--- config.mk ---
export PLATFORM = sky130hd
export DESIGN_NAME = dmem_bus_bridge
export DESIGN_NICKNAME = d
export VERILOG_FILES = /design/src/rtl/dmem_bus_pkg.sv /design/src/rtl/bus_timeout_counter.sv /design/src/rtl/dmem_bus_bridge.sv
export SDC_FILE = /design/constraint.sdc
export NUM_CORES = 1
export LEC_CHECK = 0
export BUFFER_PORTS_ARGS = -buffer_cell sky130_fd_sc_hd__buf_2
export CORE_UTILIZATION = 47
export DETAILED_ROUTE_END_ITERATION = 7
export PLACE_DENSITY = 0.88
export SETUP_SLACK_MARGIN = 0.1
export SLEW_MARGIN = 20
export SYNTH_ARGS = -nofsm -noshare
export SYNTH_HDL_FRONTEND = slang
export SYNTH_SLANG_ARGS = --single-unit
export TNS_END_PERCENT = 100
--- constraint.sdc ---
create_clock -name clk_in -period 4 [get_ports clk_in]
set_input_delay 0.8 -clock clk_in [delete_from_list [all_inputs] [get_ports clk_in]]
set_output_delay 0.8 -clock clk_in [all_outputs]
set_load 0.01 [all_outputs]
--- src/rtl/dmem_bus_pkg.sv ---
// Shared definitions for the data-memory bus bridge: FSM encoding,
// default timeout and the strobe-width helper.
package dmem_bus_pkg;

   localparam logic [1:0] ST_IDLE = 2'd0;
   localparam logic [1:0] ST_REQ  = 2'd1;
   localparam logic [1:0] ST_RESP = 2'd2;
   localparam logic [1:0] ST_DONE = 2'd3;

   localparam int DEFAULT_TIMEOUT = 255;

   // One strobe bit per byte lane.
   function automatic int strb_width(input int data_w);
      return data_w / 8;
   endfunction

endpackage

--- src/rtl/bus_timeout_counter.sv ---
// Cycle counter bounding how long a bus transaction may stay outstanding.
// tc is high while the count sits at TIMEOUT_CYCLES-1; the count holds
// there so it never wraps back into a non-terminal value.
module bus_timeout_counter #(
   parameter int TIMEOUT_CYCLES = 255
) (
   input  logic clk,
   input  logic rst,
   input  logic clr,
   input  logic en,
   output logic tc
);

   localparam int CNT_W = (TIMEOUT_CYCLES > 1) ? $clog2(TIMEOUT_CYCLES) : 1;
   localparam logic [CNT_W-1:0] TERM = CNT_W'(TIMEOUT_CYCLES - 1);

   logic [CNT_W-1:0] count;

   // Clear at transaction start, count while outstanding, saturate at terminal.
   always_ff @(posedge clk or posedge rst) begin
      if (rst)
         count <= '0;
      else if (clr)
         count <= '0;
      else if (en && (count != TERM))
         count <= count + CNT_W'(1);
   end

   assign tc = (count == TERM);

endmodule

--- src/rtl/dmem_bus_bridge.sv ---
// Bridges the core's single-cycle load/store port onto a valid/ready
// request + response bus. The core is stalled while a transaction is
// outstanding; completion is a one-cycle DONE state that releases the stall,
// presents load data and flags slave errors or timeouts.
module dmem_bus_bridge
   import dmem_bus_pkg::*;
#(
   parameter int ADDR_W         = 32,
   parameter int DATA_W         = 32,
   parameter int TIMEOUT_CYCLES = DEFAULT_TIMEOUT
) (
   input  logic                clk_in,
   input  logic                rst_in,
   input  logic                core_rd_req_in,
   input  logic                core_wr_req_in,
   input  logic [ADDR_W-1:0]   core_addr_in,
   input  logic [DATA_W-1:0]   core_wdata_in,
   input  logic [DATA_W/8-1:0] core_wr_mask_in,
   output logic                core_stall_out,
   output logic [DATA_W-1:0]   core_rdata_out,
   output logic                core_bus_err_out,
   output logic                bus_valid_out,
   input  logic                bus_ready_in,
   output logic                bus_we_out,
   output logic [ADDR_W-1:0]   bus_addr_out,
   output logic [DATA_W-1:0]   bus_wdata_out,
   output logic [DATA_W/8-1:0] bus_strb_out,
   input  logic                bus_resp_valid_in,
   input  logic                bus_resp_err_in,
   input  logic [DATA_W-1:0]   bus_rdata_in
);

   localparam int STRB_W = strb_width(DATA_W);

   logic [1:0]        state;
   logic [1:0]        state_nxt;
   logic              req_any;
   logic              start;
   logic              in_req;
   logic              in_resp;
   logic              in_done;
   logic              complete;
   logic              tmo_tc;
   logic              timeout;

   logic              we_q;
   logic [ADDR_W-1:0] addr_q;
   logic [DATA_W-1:0] wdata_q;
   logic [STRB_W-1:0] strb_q;
   logic              err_q;
   logic [DATA_W-1:0] rdata_q;

   assign req_any = core_rd_req_in | core_wr_req_in;
   assign in_req  = (state == ST_REQ);
   assign in_resp = (state == ST_RESP);
   assign in_done = (state == ST_DONE);
   assign start   = (state == ST_IDLE) & req_any;

   // A response only counts once the request has been accepted, either in
   // the accepting REQ cycle itself or later in RESP.
   assign complete = bus_resp_valid_in & ((in_req & bus_ready_in) | in_resp);
   // A genuine response in the terminal cycle wins over the timeout.
   assign timeout  = (in_req | in_resp) & tmo_tc & ~complete;

   bus_timeout_counter #(
      .TIMEOUT_CYCLES(TIMEOUT_CYCLES)
   ) u_timeout (
      .clk (clk_in),
      .rst (rst_in),
      .clr (start),
      .en  (in_req | in_resp),
      .tc  (tmo_tc)
   );

   // Next-state selection for the IDLE -> REQ -> RESP -> DONE sequence.
   always_comb begin
      state_nxt = state;
      case (state)
         ST_IDLE: if (req_any) state_nxt = ST_REQ;
         ST_REQ: begin
            if (complete || timeout) state_nxt = ST_DONE;
            else if (bus_ready_in)   state_nxt = ST_RESP;
         end
         ST_RESP: if (complete || timeout) state_nxt = ST_DONE;
         ST_DONE: state_nxt = ST_IDLE;
         default: state_nxt = ST_IDLE;
      endcase
   end

   // State register; reset aborts any outstanding transaction immediately.
   always_ff @(posedge clk_in or posedge rst_in) begin
      if (rst_in) state <= ST_IDLE;
      else        state <= state_nxt;
   end

   // Capture the request at start (write wins over read) and record the outcome.
   always_ff @(posedge clk_in or posedge rst_in) begin
      if (rst_in) begin
         we_q    <= 1'b0;
         addr_q  <= '0;
         wdata_q <= '0;
         strb_q  <= '0;
         err_q   <= 1'b0;
         rdata_q <= '0;
      end else begin
         if (start) begin
            we_q    <= core_wr_req_in;
            addr_q  <= core_addr_in;
            wdata_q <= core_wdata_in;
            strb_q  <= core_wr_req_in ? core_wr_mask_in : {STRB_W{1'b1}};
         end
         if (complete) begin
            err_q <= bus_resp_err_in;
            if (!we_q) rdata_q <= bus_resp_err_in ? '0 : bus_rdata_in;
         end else if (timeout) begin
            err_q <= 1'b1;
            if (!we_q) rdata_q <= '0;
         end
      end
   end

   assign core_stall_out   = ~rst_in & (start | in_req | in_resp);
   assign core_rdata_out   = rdata_q;
   assign core_bus_err_out = in_done & err_q;
   assign bus_valid_out    = in_req;
   assign bus_we_out       = we_q;
   assign bus_addr_out     = addr_q;
   assign bus_wdata_out    = wdata_q;
   assign bus_strb_out     = strb_q;

endmodule

### Yosys cells after proc, flatten, opt, wreduce, memory -nomap -nowiden

Cells that the tools add are included.
Widths: inputs -> output; s select.

| operators by class | value |
|---|---|
| add/subtract/negate cells | 1 |
| bitwise logic cells | 15 |
| reductions and logical operators | 7 |
| multiplexer cells | 15 |
| equal/unequal tests | 8 |

Operators by type and width:

| operator | count |
|---|---|
| $mux 32 | 5 |
| $mux 8 | 2 |
| $add 8x1->8 const B | 1 |
| $eq 8x8->1 const B | 1 |
| $mux 2 | 4 |
| $ne 8x8->1 const B | 1 |
| $pmux 2 s4 | 1 |
| $and 1x1->1 | 7 |
| $or 1x1->1 | 5 |
| $eq 2x2->1 const B | 2 |
| $mux 4 | 1 |
| $reduce_bool 2->1 | 2 |
| $ne 3x2->1 const B | 1 |
| $not 1->1 | 3 |
| $reduce_and 3->1 | 1 |
| $eq 2x1->1 const B | 1 |
| $logic_not 2->1 | 1 |
| $mux 1 | 2 |
| $ne 2x1->1 const B | 1 |
| $ne 2x2->1 const B | 1 |
| $reduce_and 2->1 | 1 |
| $logic_and 1x1->1 | 1 |
| $logic_or 1x1->1 | 1 |

| word-level totals | value |
|---|---|
| input bits | 107 |
| flip-flop bits (word level) | 112 |
| output and inout bits | 104 |

### Longest topological paths before layout

| depth | value |
|---|---|
| word-level depth | 9 |
| gate-level depth with buffers | 8 |

### Modules after synthesis

A second synthesis with hierarchy kept.

| second synthesis, totals | value |
|---|---|
| cell total of the unflattened synthesis | 315 |
| area, all modules | 4506.8 um2 |

By module, submodules not included:

| module | cells each | times used | area each (um2) |
|---|---|---|---|
| dmem_bus_bridge | 263 | 1 | 4017.6 |
| bus_timeout_counter | 52 | 1 | 489.2 |

### Least setup slack after synthesis

Ideal clock, no wire load.

| timing path | value |
|---|---|
| path kind | in2out |
| from | in core_wr_req_in |
| to | out core_stall_out |
| setup slack | 1.618 ns |
| arrival time | 1.582 ns |
| required time | 3.200 ns |
| stages | 4 |
| cells stage by stage | buf_2 > o21ai_1 > clkbuf_1 > a21oi_1 |

| on the way | value |
|---|---|
| cells in the longest elaborated chain, start to end | 5 |

RTL lines:

| what | RTL line | source |
|---|---|---|
| start, declared | dmem_bus_bridge.sv:15 | `input logic core_wr_req_in,` |
| $or 1x1->1 | dmem_bus_bridge.sv:53 | `assign req_any = core_rd_req_in \| core_wr_req_in;` |
| $and 1x1->1 | dmem_bus_bridge.sv:57 | `assign start = (state == ST_IDLE) & req_any;` |
| $or 1x1->1 (2 in series) | dmem_bus_bridge.sv:122 | `assign core_stall_out = ~rst_in & (start \| in_req \| in_resp);` |
| $and 1x1->1 | dmem_bus_bridge.sv:122 |  |
| end, declared | dmem_bus_bridge.sv:19 | `output logic core_stall_out,` |

No other way between the ends.

### Final worst setup path

| timing path | value |
|---|---|
| from | reg state[0] |
| to | out core_stall_out |

| on the way | value |
|---|---|
| cells in the longest elaborated chain, start to end | 5 |
| elaborated cells on any way between the ends | 7 |
| classes of those cells | 2 x eq/ne; 4 x bitwise; 1 x reduce/logical |

RTL lines:

| what | RTL line | source |
|---|---|---|
| start, declared | dmem_bus_bridge.sv:35 | `logic [1:0] state;` |
| start signal, assigned | dmem_bus_bridge.sv:93 | `else state <= state_nxt;` |
| $logic_not 2->1 | dmem_bus_bridge.sv:57 |  |
| $and 1x1->1 | dmem_bus_bridge.sv:57 |  |
| $or 1x1->1 | dmem_bus_bridge.sv:122 |  |
| $or 1x1->1 * | dmem_bus_bridge.sv:122 |  |
| $and 1x1->1 * | dmem_bus_bridge.sv:122 |  |

Mark *: on every way between the ends. The rest lies on a longest branch, timed or not.

==> impl_metrics.csv <==
group,metric,value,unit
setup_path,path_class,"flip-flop to output pin",
timing,timing.fmax,396,MHz
cells_and_area,layout.cell_area.non_filler,5950,um^2
cells_and_area,nets,821,
cells_and_area,layout.core_utilization,63.2,%
timing,timing_hold_violations_final,0,
yosys,postSynthCellCount,513,
cells_and_area,insertedDiodeCount,0,
route,route.detailed.drc,0,
yosys,synth-simple-area-share,22.8,%
placement,detailed_place_hpwl,8430,um
yosys,synthDistinctLibCells,37,
global_route,vias_in_the_first_global_route,4057,
clocking,clkSlewWorstSetupHoldPaths,0.11,ns
route,drt_first_pass_iters,4,
global_route,wire_length_of_the_first_global_routing_pass,18700,um
timing,finalCritPeriodShare,63.1,%
worst_hold_path,hold_path.class,"flip-flop to flip-flop",
floorplanning,die-area,10300,um^2
floorplanning,placement_rows,35,
setup_path,critical_path.max_fanout,10,
placement,finalWeightedCongestion,0.810,
route,drt-initial-drc-count,162,
setup_path,critical_path.endpoint_type,"output pin",
setup_path,required,3.20,ns
timing,final-setup-viol-count,0,
floorplanning,die-width,101,um
cells_and_area,drive_gt1_share,33.5,%
yosys,syn_avg_cell_area,9.05,um^2
route,routed_wirelength,11700,um
yosys,synth_seq_area_share,60.3,%
cells_and_area,syn2layout_area_growth,28.2,%
power_and_ir_drop,vdd_ir_drop_max,414,uV
clocking,cts_tree,"yes",
setup_path,cp_data_arrival_time,1.72,ns
yosys,synth-compound-area-share,10.1,%
route,vias_per_cell,4.94,
timing,max_slew_margin,34.1,%
clocking,cts_sinks,112,
timing,worst-slew-pin-transition,0.989,ns
global_route,grt_antenna_before_repair,0,
global_route,global_route.overflow_total,0,
timing,min_period,2.52,ns
placement,portBuffers,210,
setup_path,worstSetupStartpoint,"state[0]",
timing,final.setup_skew,0.0161,ns
flow_run,timing.max_cap.violations,0,
yosys,ys_ff_latch,112,
power_and_ir_drop,power.static_leakage,3.34,nW
clocking,clock_insertion_delay_worst_skew,0.37,ns
clocking,clockRootBuffer,"sky130_fd_sc_hd__clkbuf_8",
yosys,netlist_area_pre_place,4640,um^2
clocking,cts_post_setup_buffers_inserted,0,
setup_path,crit_path_max_delay_cell_type,"sky130_fd_sc_hd__dfrtp_1",
run_status,outcome,"completed",
yosys,synth.area.mux_share,0.431,%
yosys,dominant_combinational_cell_family_by_area_after_synthesis,"simple AND/OR/NAND/NOR gates",
route,wl_per_cell,13.9,um
floorplanning,floorplan.io_pins,211,
setup_path,crit_family,"flip-flops",
setup_path,reg2reg_from,"state[0]",
timing,rsz_0062_raised_after_global_routing,"no",
yosys,yosysWarningCount,0,
clocking,cts.hold.buffers_added,0,
setup_path,number_of_buffer_and_inverter_instances_along_the_worst_setup_path,2,
timing,fin_setup_tns,0,ns
setup_path,max_stage_delay,0.43,ns
placement,placedInstanceArea,5760,um^2
clocking,cts-root-to-sink-buffers,2,
clocking,htree_num_levels,3,
yosys,post_synth_xor_area_fraction,0.943,%
setup_path,crit_path_cell_trace,"inv_1 -> ha_1 -> o21ai_4 -> a21oi_1 -> buf_2",
global_route,grt_use_total,23.1,%
route,antenna_left,0,
yosys,net_count_after_synthesis,626,
route,vias,4159,
setup_path,critical_path.startpoint_type,"flip-flop",
yosys,yosys.area_share.adder,1.62,%
floorplanning,die_h,101,um
floorplanning,initial_core_utilization,49.3,%
timing,maxSlewViolCount,0,
setup_path,r2r_setup_slack,1.52,ns
power_and_ir_drop,power.density_cell_area,722,nW/um^2
clocking,cts_buffers,9,
floorplanning,placeableCoreArea,9420,um^2
worst_hold_path,hold_start,"bus_addr_out[16]",
clocking,number_of_gates_given_a_new_drive_strength_after_cts,0,
global_route,grt_start_max_net_pins,89,
[cell type report]
type,instances,area [um^2]
Multi-Input combinational cell,362,1680
Tap cell,129,161
Sequential cell,112,2800
Timing Repair Buffer,214,1080
Clock buffer,11,141
Inverter,9,38.8
Clock inverter,5,46.3
Fill cell,780,3460
[stage by stage]
| stage | std cells | total power, mW | hold slack, ns | setup WS, ns |
|---|---|---|---|---|
| 6_report | 842 | 4.30 | 0.479 | 1.48 |
| 5_1_grt | 842 | 4.65 | 0.506 | 1.32 |
| 4_1_cts | 842 | 4.34 | 0.481 | 1.46 |
| 3_5_place_dp | 826 | 3.69 | 0.457 | 1.53 |
| 3_3_place_gp | 826 | 3.58 | 0.452 | 1.61 |
| 2_1_floorplan | 513 | 2.94 | 0.485 | 0.241 |
[registers in the layout, summed over array words and instances (netlist names)]
signal           count
bus_strb_out         4
u_timeout.count      8
state                2
bus_we_out           1
bus_addr_out        32
core_rdata_out      32
bus_wdata_out       32
err_q                1
[cells in the mapped netlist, drive strengths merged]
library cell / n / area share, %
nand4: 2 / 0.59
mux2i: 2 / 0.43
or3b: 1 / 0.19
o21ai: 70 / 7.6
or4: 1 / 0.16
xnor2: 1 / 0.19
buf: 16 / 1.9
clkbuf: 14 / 1.1
a31oi: 4 / 0.54
nand3: 2 / 0.22
and3b: 1 / 0.19
nand2b: 3 / 0.40
nand2: 231 / 19
nor3b: 1 / 0.16
or3: 1 / 0.13
a211oi: 1 / 0.16
a21oi: 4 / 0.43
a2bb2oi: 1 / 0.32
nor2: 14 / 1.1
ha: 6 / 1.6
and4: 2 / 0.38
a21o: 1 / 0.16
and2: 1 / 0.13
o2111ai: 1 / 0.19
and3: 1 / 0.13
or2: 2 / 0.32
inv: 9 / 0.73
xor2: 4 / 0.75
o211ai: 2 / 0.32
dfrtp: 112 / 60
o21a: 2 / 0.32
[path summary, 6_finish.rpt]
kind | to | cells past startpoint
setup / recovery | core_stall_out | 5
hold reg to reg | bus_addr_out[16] | 2
hold / removal | bus_addr_out[16] | 2
min in group asynchronous | bus_wdata_out[7] | 2
max in group asynchronous | bus_wdata_out[25] | 3
setup reg to reg | bus_strb_out[1] | 6
[report_power, final]
| group | leakage, nW | total [mW] | switching [mW] | internal, mW |
|---|---|---|---|---|
| clock | 0.0968 | 0.650 | 0.393 | 0.257 |
| sequential | 1.43 | 1.87 | 0.287 | 1.58 |
| combinational | 1.81 | 1.78 | 1.10 | 0.676 |
[placed cells by master, fill, tap and decap left out, types with 2 or more instances in the layout]
| cell type | count |
|---|---|
| sky130_fd_sc_hd__a21oi_1 | 4 |
| sky130_fd_sc_hd__a31oi_1 | 4 |
| sky130_fd_sc_hd__and4_1 | 2 |
| sky130_fd_sc_hd__buf_2 | 210 |
| sky130_fd_sc_hd__buf_4 | 4 |
| sky130_fd_sc_hd__clkbuf_8 | 10 |
| sky130_fd_sc_hd__dfrtp_1 | 112 |
| sky130_fd_sc_hd__ha_1 | 6 |
| sky130_fd_sc_hd__inv_1 | 8 |
| sky130_fd_sc_hd__inv_6 | 4 |
| sky130_fd_sc_hd__mux2i_1 | 2 |
| sky130_fd_sc_hd__nand2_1 | 231 |
| sky130_fd_sc_hd__nand2b_1 | 3 |
| sky130_fd_sc_hd__nand3_1 | 2 |
| sky130_fd_sc_hd__nor2_1 | 14 |
| sky130_fd_sc_hd__o211ai_1 | 2 |
| sky130_fd_sc_hd__o21ai_0 | 38 |
| sky130_fd_sc_hd__o21ai_1 | 30 |
| sky130_fd_sc_hd__xor2_1 | 4 |
[worst reg2reg max path, stage by stage, from the launching register on]
cell and delay, ns:
sky130_fd_sc_hd__dfrtp_1 0.43, sky130_fd_sc_hd__inv_1 0.13, sky130_fd_sc_hd__ha_1 0.40, sky130_fd_sc_hd__o21a_2 0.67
sky130_fd_sc_hd__buf_4 0.52, sky130_fd_sc_hd__nor2_1 0.09, sky130_fd_sc_hd__a31oi_1 0.16
[cells by family after synthesis]
family                     Yosys count
adders and majority gates            6
xor gates and xnor gates             5
and+or+nand+nor                    263
DFF                                112
AOI/OAI and AO/OA                   86
muxes                                2
buffers and inverters               39
[layer usage]
metal	part of all wire [%]	global-route usage (%)	routed length, um
met5	0	0	0
met4	1.5	7.92	181
met3	5.8	3.80	673
met2	52	43.1	6140
met1	40	26.9	4710
No activity file was read; power rests on OpenSTA's default activity.
